<file path="src/rtl/extend_scheduler.sv">
// rtl/extend_scheduler.sv - batches k-mer indices to a fixed-lane extender and drains fragments in order
// Optional fragment counter: define EXTEND_SCHED_STATS_EN.
module extend_scheduler #(
    parameter int INDICES_COUNT = 2,
    parameter int INDICE_LEN    = 5,
    parameter int FRAG_LEN      = 8,
    parameter int BASE_LEN      = 4
) (
    input  logic                                     clk,
    input  logic                                     rst_n,
    input  logic                                     in_valid,
    output logic                                     in_ready,
    input  logic [INDICE_LEN-1:0]                    in_index,
    input  logic                                     in_last,
    output logic [INDICES_COUNT*INDICE_LEN-1:0]      ext_indices,
    input  logic [INDICES_COUNT*FRAG_LEN*BASE_LEN-1:0] ext_kmers,
    output logic                                     out_valid,
    input  logic                                     out_ready,
    output logic [FRAG_LEN*BASE_LEN-1:0]             out_frag,
    output logic [INDICE_LEN-1:0]                    out_index,
    output logic                                     out_last,
    output logic                                     busy
`ifdef EXTEND_SCHED_STATS_EN
    ,
    output logic [15:0]                              frag_count
`endif
);

    localparam int CW = $clog2(INDICES_COUNT + 1);
    localparam int FW = FRAG_LEN * BASE_LEN;

    typedef enum logic [1:0] {
        COLLECT = 2'd0,
        CAPTURE = 2'd1,
        DRAIN   = 2'd2
    } state_t;

    state_t state, state_nxt;

    logic [CW-1:0]         cnt;
    logic [CW-1:0]         n;
    logic [CW-1:0]         rd;
    logic                  batch_last;
    logic [FW-1:0]         cap_frag [INDICES_COUNT];
    logic [INDICE_LEN-1:0] cap_idx  [INDICES_COUNT];

    logic accept;
    logic close_batch;
    logic consume;
    logic drain_done;

    assign in_ready    = (state == COLLECT);
    assign busy        = (state != COLLECT);
    assign out_valid   = (state == DRAIN);
    assign accept      = in_valid && in_ready;
    assign close_batch = accept && (in_last || (cnt == CW'(INDICES_COUNT - 1)));
    assign consume     = out_valid && out_ready;
    assign drain_done  = consume && (rd == n - CW'(1));

    always_ff @(posedge clk or negedge rst_n) begin
        if (!rst_n) begin
            state <= COLLECT;
        end else begin
            state <= state_nxt;
        end
    end

    always_comb begin
        state_nxt = state;
        case (state)
            COLLECT: if (close_batch) state_nxt = CAPTURE;
            CAPTURE: state_nxt = DRAIN;
            DRAIN:   if (drain_done) state_nxt = COLLECT;
            default: state_nxt = COLLECT;
        endcase
    end

    always_ff @(posedge clk or negedge rst_n) begin
        if (!rst_n) begin
            cnt         <= '0;
            n           <= '0;
            rd          <= '0;
            batch_last  <= 1'b0;
            ext_indices <= '0;
            for (int s = 0; s < INDICES_COUNT; s++) begin
                cap_frag[s] <= '0;
                cap_idx[s]  <= '0;
            end
        end else begin
            case (state)
                COLLECT: begin
                    if (accept) begin
                        for (int s = 0; s < INDICES_COUNT; s++) begin
                            if (cnt == CW'(s)) ext_indices[s*INDICE_LEN +: INDICE_LEN] <= in_index;
                        end
                        cnt <= cnt + CW'(1);
                        if (close_batch) begin
                            n          <= cnt + CW'(1);
                            batch_last <= in_last;
                        end
                    end
                    rd <= '0;
                end
                CAPTURE: begin
                    // Freeze the extender output so later changes on ext_kmers cannot leak into DRAIN.
                    for (int s = 0; s < INDICES_COUNT; s++) begin
                        cap_frag[s] <= ext_kmers[s*FW +: FW];
                        cap_idx[s]  <= ext_indices[s*INDICE_LEN +: INDICE_LEN];
                    end
                end
                DRAIN: begin
                    if (drain_done) begin
                        cnt         <= '0;
                        rd          <= '0;
                        ext_indices <= '0;
                    end else if (consume) begin
                        rd <= rd + CW'(1);
                    end
                end
                default: ;
            endcase
        end
    end

    always_comb begin
        out_frag  = '0;
        out_index = '0;
        out_last  = 1'b0;
        if (state == DRAIN) begin
            for (int s = 0; s < INDICES_COUNT; s++) begin
                if (rd == CW'(s)) begin
                    out_frag  = cap_frag[s];
                    out_index = cap_idx[s];
                end
            end
            out_last = batch_last && (rd == n - CW'(1));
        end
    end

`ifdef EXTEND_SCHED_STATS_EN
    always_ff @(posedge clk or negedge rst_n) begin
        if (!rst_n) begin
            frag_count <= '0;
        end else if (consume) begin
            frag_count <= frag_count + 16'd1;
        end
    end
`endif

endmodule

</file>
<file path="config.mk">
export PLATFORM = sky130hd
export DESIGN_NAME = extend_scheduler
export DESIGN_NICKNAME = d
export VERILOG_FILES = /design/src/rtl/extend_scheduler.sv
export SDC_FILE = /design/constraint.sdc
export NUM_CORES = 1
export LEC_CHECK = 0
export BUFFER_PORTS_ARGS = -buffer_cell sky130_fd_sc_hd__buf_4
export CELL_PAD_IN_SITES_DETAIL_PLACEMENT = 1
export CELL_PAD_IN_SITES_GLOBAL_PLACEMENT = 2
export CORE_MARGIN = 8
export CORE_UTILIZATION = 36
export DETAILED_ROUTE_END_ITERATION = 8
export GPL_ROUTABILITY_DRIVEN = 0
export PLACE_DENSITY_LB_ADDON = 0.1
export SKIP_LAST_GASP = 1
export SLEW_MARGIN = 20
export SYNTH_ARGS = -nofsm -noshare
export SYNTH_HDL_FRONTEND = slang
export SYNTH_SLANG_ARGS = --single-unit
</file>
<file path="constraint.sdc">
create_clock -name clk -period 2.7 [get_ports clk]
set_input_delay 0.54 -clock clk [delete_from_list [all_inputs] [get_ports clk]]
set_output_delay 0.54 -clock clk [all_outputs]
set_load 0.01 [all_outputs]
</file>
==> Word level (Yosys, flattened, before mapping) <==
Cells that the tools add are included.
{ "classes": {"addsub": 3, "mul": 0, "n_div": 0, "n_lt_le_gt_ge": 0, "n_eq_ne": 11, "n_shift": 0, "mux": 20, "bitwise": 0, "n_reduce_logical": 17} }
{ "ops": {"columns": ["op", "count"], "rows": [
  ["2-to-1 mux 32 bit", 3],
  ["2-to-1 mux 5 bit", 5],
  ["2-to-1 mux 10 bit", 2],
  ["case mux 10 bit (2 select lines)", 1],
  ["2-to-1 mux 2 bit", 5],
  ["!= test 2 x 1 -> 1 bit, second input constant", 5],
  ["case mux 2 bit (2 select lines)", 2],
  ["AND reduction 4 bit", 2],
  ["equality test 2 x 1 -> 1 bit, second input constant", 3],
  ["logical NOT 2 bit", 3],
  ["case mux 2 bit (3 select lines)", 1],
  ["AND reduction 3 bit", 2],
  ["logical AND 1 bit", 5],
  ["adder 2 x 1 -> 2 bit, second input constant", 2],
  ["AND reduction 2 bit", 2],
  ["nonzero test 2 bit", 2],
  ["!= test 3 x 1 -> 1 bit, second input constant", 1],
  ["equality test 2 bit", 1],
  ["equality test 2 bit, second input constant", 1],
  ["subtractor 2 x 1 -> 2 bit, second input constant", 1],
  ["logical OR 1 bit", 1],
  ["2-to-1 mux 1 bit", 1]
]} }
{ "word_totals": {"ff_bits": 93, "latchBits": 0, "mem_bits_rw": 0, "rom_bits": 0, "output_inout_bits": 51, "word_cells": 62, "memories": 0} }

==> Logic depth before layout (Yosys ltp) <==
{ "logic_depth": {"ltp_word": 5, "ltp_mapped": 7} }

==> Least setup slack after synthesis <==
OpenSTA, ideal clock, no wires.
{ "synth_path": {"path_type": "reg-to-output", "start": "register rd[0]", "end": "output out_frag[14]", "t_arrival_ps": 1473, "required_time_ps": 2160, "slack_ps": 687, "path_stages_with_launch": 7, "n_path_buf": 2, "path_cell_list": "dfrtp_1 -> ha_1 -> nor2b_1 -> buf_2 -> clkbuf_1 -> a22oi_1 -> nor2_1"} }
{ "synth_via": {"elab_chain_len": 4} }
{ "synth_lines": {"columns": ["item", "line", "rtl"], "rows": [
  ["start: declaration", "42", "logic [CW-1:0] rd;"],
  ["start signal: assignment", "117", "rd <= rd + CW'(1);"],
  ["logical NOT 2 bit", "131", "if (rd == CW'(s)) begin"],
  ["2-to-1 mux 32 bit", "131", null],
  ["2-to-1 mux 32 bit (*)", "131", null],
  ["2-to-1 mux 32 bit (*)", "129", "if (state == DRAIN) begin"],
  ["end: declaration", "19", "output logic [FRAG_LEN*BASE_LEN-1:0] out_frag,"]
]} }
Every way passes the cells marked *; elsewhere a longest branch is shown, timed or not.

==> Worst setup path after layout <==
{ "layout_path": {"start": "register rd[0]", "end": "output out_frag[2]"} }
The elaborated chain is that of the path after synthesis.

==> results by group <==
Clocking
  – Clock Sinks: 93
  – Clk root buf: clkbuf_16
  – Setup bufs post-CTS: 0
  – Clock Path Buffers: 2
  – Hold_buf cts: 0
  – H-tree depth: 3
  – Clk_lat worst skew: between 0.3 and 0.4 ns
  – CTS buffer count: 9
  – TritonCTS clock tree: done
  – Post-CTS sizing: 0
  – Clock Pin Slew Worst Setup and Hold Paths: approximately 0.060 ns

Global routing
  – Global-route wire length before repair: approximately 20 mm
  – Total gr overflow: 0
  – GRT Total Usage: 0.1611
  – Initial antenna violation count: 0
  – Largest net degree at the start of global routing: 44
  – Vias in the first global route: 3678

Yosys
  – Synth Area in XOR/XNOR: 0.003770
  – Largest family of logic cells by synthesized area: multiplexers
  – Syn nets: approximately 430
  – Synth Area in Simple Gates: 0.08672
  – Async SR Flop Fraction: 1.000
  – Post-synthesis mux area share: 0.2108
  – Area leader, netlist: dfrtp_1
  – Syn Area/Cell: about 12 µm²
  – Most common cell in the synthesized netlist: dfrtp_1
  – Post-synthesis sequential area ratio: 0.5394
  – Compound-Gate Fraction of Synth Area: 0.1105
  – Mapped Cells: ~360
  – Synth Flop Type: dfrtp_1
  – Top cells by area, synth: dfrtp_1 (54%), mux2_1 (13%), a22oi_1 (8.0%), mux2_2 (6.8%), nor2_1 (3.2%)
  – Area share of the largest cell type after synthesis: 0.5394
  – Most frequent cells after synthesis: dfrtp_1 (93), mux2_1 (51), a22oi_1 (46)
  – YS warnings: 0
  – Flops & latches, synth: 93
  – Number of enable flip-flop cells after synthesis: 0
  – Post-synthesis cell type count: 33
  – Post-Synthesis Cell Area: between 4000 and 5000 µm²
  – Post-Synth Adder-Cell Area: 0.01160

Power and ir drop
  – Comb pwr share: 0.437
  – Sequential power share: 0.374
  – PnR Total Power: slightly below 7 mW
  – Sw frac: 0.3599
  – Clock network fraction of design power: 0.189
  – Leak pwr: 2.665 nW
  – Psw: ~2.5 mW
  – VDD IR-drop max: roughly 0.44 mV
  – Power Density: 1188 nW/µm²
  – Internal power: ~4.4 mW

Place
  – Placed Instances: between 600 and 700
  – HPWL Detailed: about 8.7 mm
  – Worst slack at placement: slightly below 0.6 ns
  – IO buf count: roughly 120

Layout
  – Inserted Diodes: 0
  – Final nets: roughly 560
  – Area Overhead vs Synth: 33.38%
  – Final non-filler cell total: between 600 and 700
  – Share of cells above drive strength 1: 0.3797

STA
  – Least-Margin Pin Slew: approximately 0.6 ns
  – Share of the clock period used by the worst path: 0.9093
  – Final hold viol count: 0
  – Fin crit period: ~2.5 ns
  – RSZ-0062 raised after global routing: false
  – Final setup vio count: 0
  – Final Worst Setup Slack: around 0.24 ns
  – Clock skew: 0.006608 ns
  – Fmax: 407.3 MHz
  – Max_slew headroom: 0.5944
  – Final Slew Violations: 0
  – Setup TNS: 0 ns

Critical path
  – Crit. End Element: output port
  – CP max stage cell: dfrtp_1
  – CP bufs+invs: 2
  – CP required: roughly 2.2 ns
  – Setup CP Type: flip-flop to output port
  – Crit-path max cell delay: between 0.4 and 0.5 ns
  – Crit-path cells: ha_1 -> nor2b_2 -> buf_12 -> a22oi_1 -> nor2_1 -> buf_4
  – Element type at the critical path start: flip-flop
  – Family with the most delay on the worst path: flip-flops
  – Reg2reg setup slack: around 0.98 ns
  – CP arrival: 1.92 ns
  – Crit path max fanout: 36

Route
  – Via density: slightly above 5
  – DRT iter0 DRCs: approximately 150
  – Final WL: ~12 mm
  – DRT Pass-1 Iters: 4
  – DRC viols: 0
  – Detail Route Antenna Nets: 0
  – Vias post-DR: approximately 3200
  – Detailed-route wire length per cell: between 15 and 20 µm

Die
  – Die W: roughly 130 µm
  – Area of the die: roughly 16000 µm²
  – # IOs: 125
  – Die Y: 125.5 µm
  – Core box area: between 10000 and 15000 µm²
  – Starting Density: 0.3637
  – # rows: 40

Min path
  – Hold Path Class: primary input to async pin

Job
  – Max cap viols: 0

Run status
  – Status: complete, no violations
power groups by stage:
stage / Combinational [mW] / Sequential, mW / Clock [mW]
6_report: 2.99 / 2.55 / 1.29
5_1_grt: 3.32 / 2.66 / 1.39
4_1_cts: 3.06 / 2.56 / 1.35
3_5_place_dp: 3.05 / 2.59 / 0
3_3_place_gp: 2.97 / 2.54 / 0
2_1_floorplan: 1.89 / 2.45 / 0
area by class of cell:
type                       instances  area [µm²]
tap                              147       183.9
clock buffer                      13       260.3
clock inverter                     3       43.79
multi-input combinational        230        1837
sequential                        93        2327
fill                            1261        6107
inverter                           9       33.78
timing repair buffer             134        1069
logic make-up after synthesis:
group                      after synthesis
DFF                                     93
muxes                                   80
and+or+nand+nor                         77
AOI/OAI and AO/OA                       68
buffers and inverters                   33
adders and majority gates                4
xor gates and xnor gates                 1
routing by layer:
metal / vias to the layer above / global-route usage / share of wire
met5: - / 0 / 0
met4: 0 / 0.06232 / 0.016
met3: 11 / 0.04250 / 0.052
met2: 78 / 0.2657 / 0.49
met1: 1622 / 0.1970 / 0.44
li1: 1514 / - / -
placed cells by master, fill, tap and decap left out, types with 4 or more instances in the layout:
cell type,count
ha_1,4
nor2b_1,7
dfrtp_1,93
buf_4,129
nand3b_1,5
inv_1,8
mux2_2,26
nor2_1,36
o21ai_1,10
buf_12,5
clkbuf_16,9
o21ai_0,4
mux2_1,51
nand2_1,16
a22oi_1,46
sequential cells by signal (all words and copies together) (netlist names):
| name | flops |
|---|---|
| rd | 2 |
| n | 2 |
| state | 2 |
| cap_frag | 64 |
| batch_last | 1 |
| ext_indices | 10 |
| cap_idx | 10 |
| cnt | 2 |
metrics by stage:
| stage | hold WS [ns] | utilization | area, µm² |
|---|---|---|---|
| 2_1_floorplan | 0.2444 | - | 4314 |
| 3_3_place_gp | 0.4526 | 0.4595 | 5450 |
| 3_5_place_dp | 0.4557 | 0.4595 | 5450 |
| 4_1_cts | 0.07950 | 0.4851 | 5754 |
| 5_1_grt | 0.09693 | 0.4851 | 5754 |
| 6_report | 0.08400 | 0.4851 | 5754 |
worst register-to-register path, cell delays in order, from the launching register on:
cell and delay (ns):
dfrtp_1 0.34, inv_1 0.11, nor2_4 0.50, buf_12 0.29, mux2_2 0.37
path summary, 6_finish.rpt:
kind	from	end	cells past startpoint
worst max-delay path	rd[0]$_DFFE_PN0P_	out_frag[2]	6
worst min-delay path	rst_n	cap_frag[26]$_DFFE_PN0N_	1
worst max register to register	state[0]$_DFFE_PN0P_	cap_frag[13]$_DFFE_PN0N_	4
worst min register to register	cap_frag[43]$_DFFE_PN0N_	cap_frag[43]$_DFFE_PN0N_	1
max in group asynchronous	rst_n	cap_frag[49]$_DFFE_PN0N_	2
min in group clk	ext_kmers[15]	cap_frag[47]$_DFFE_PN0N_	2
Note: power is estimated with default switching activity, not from simulation.
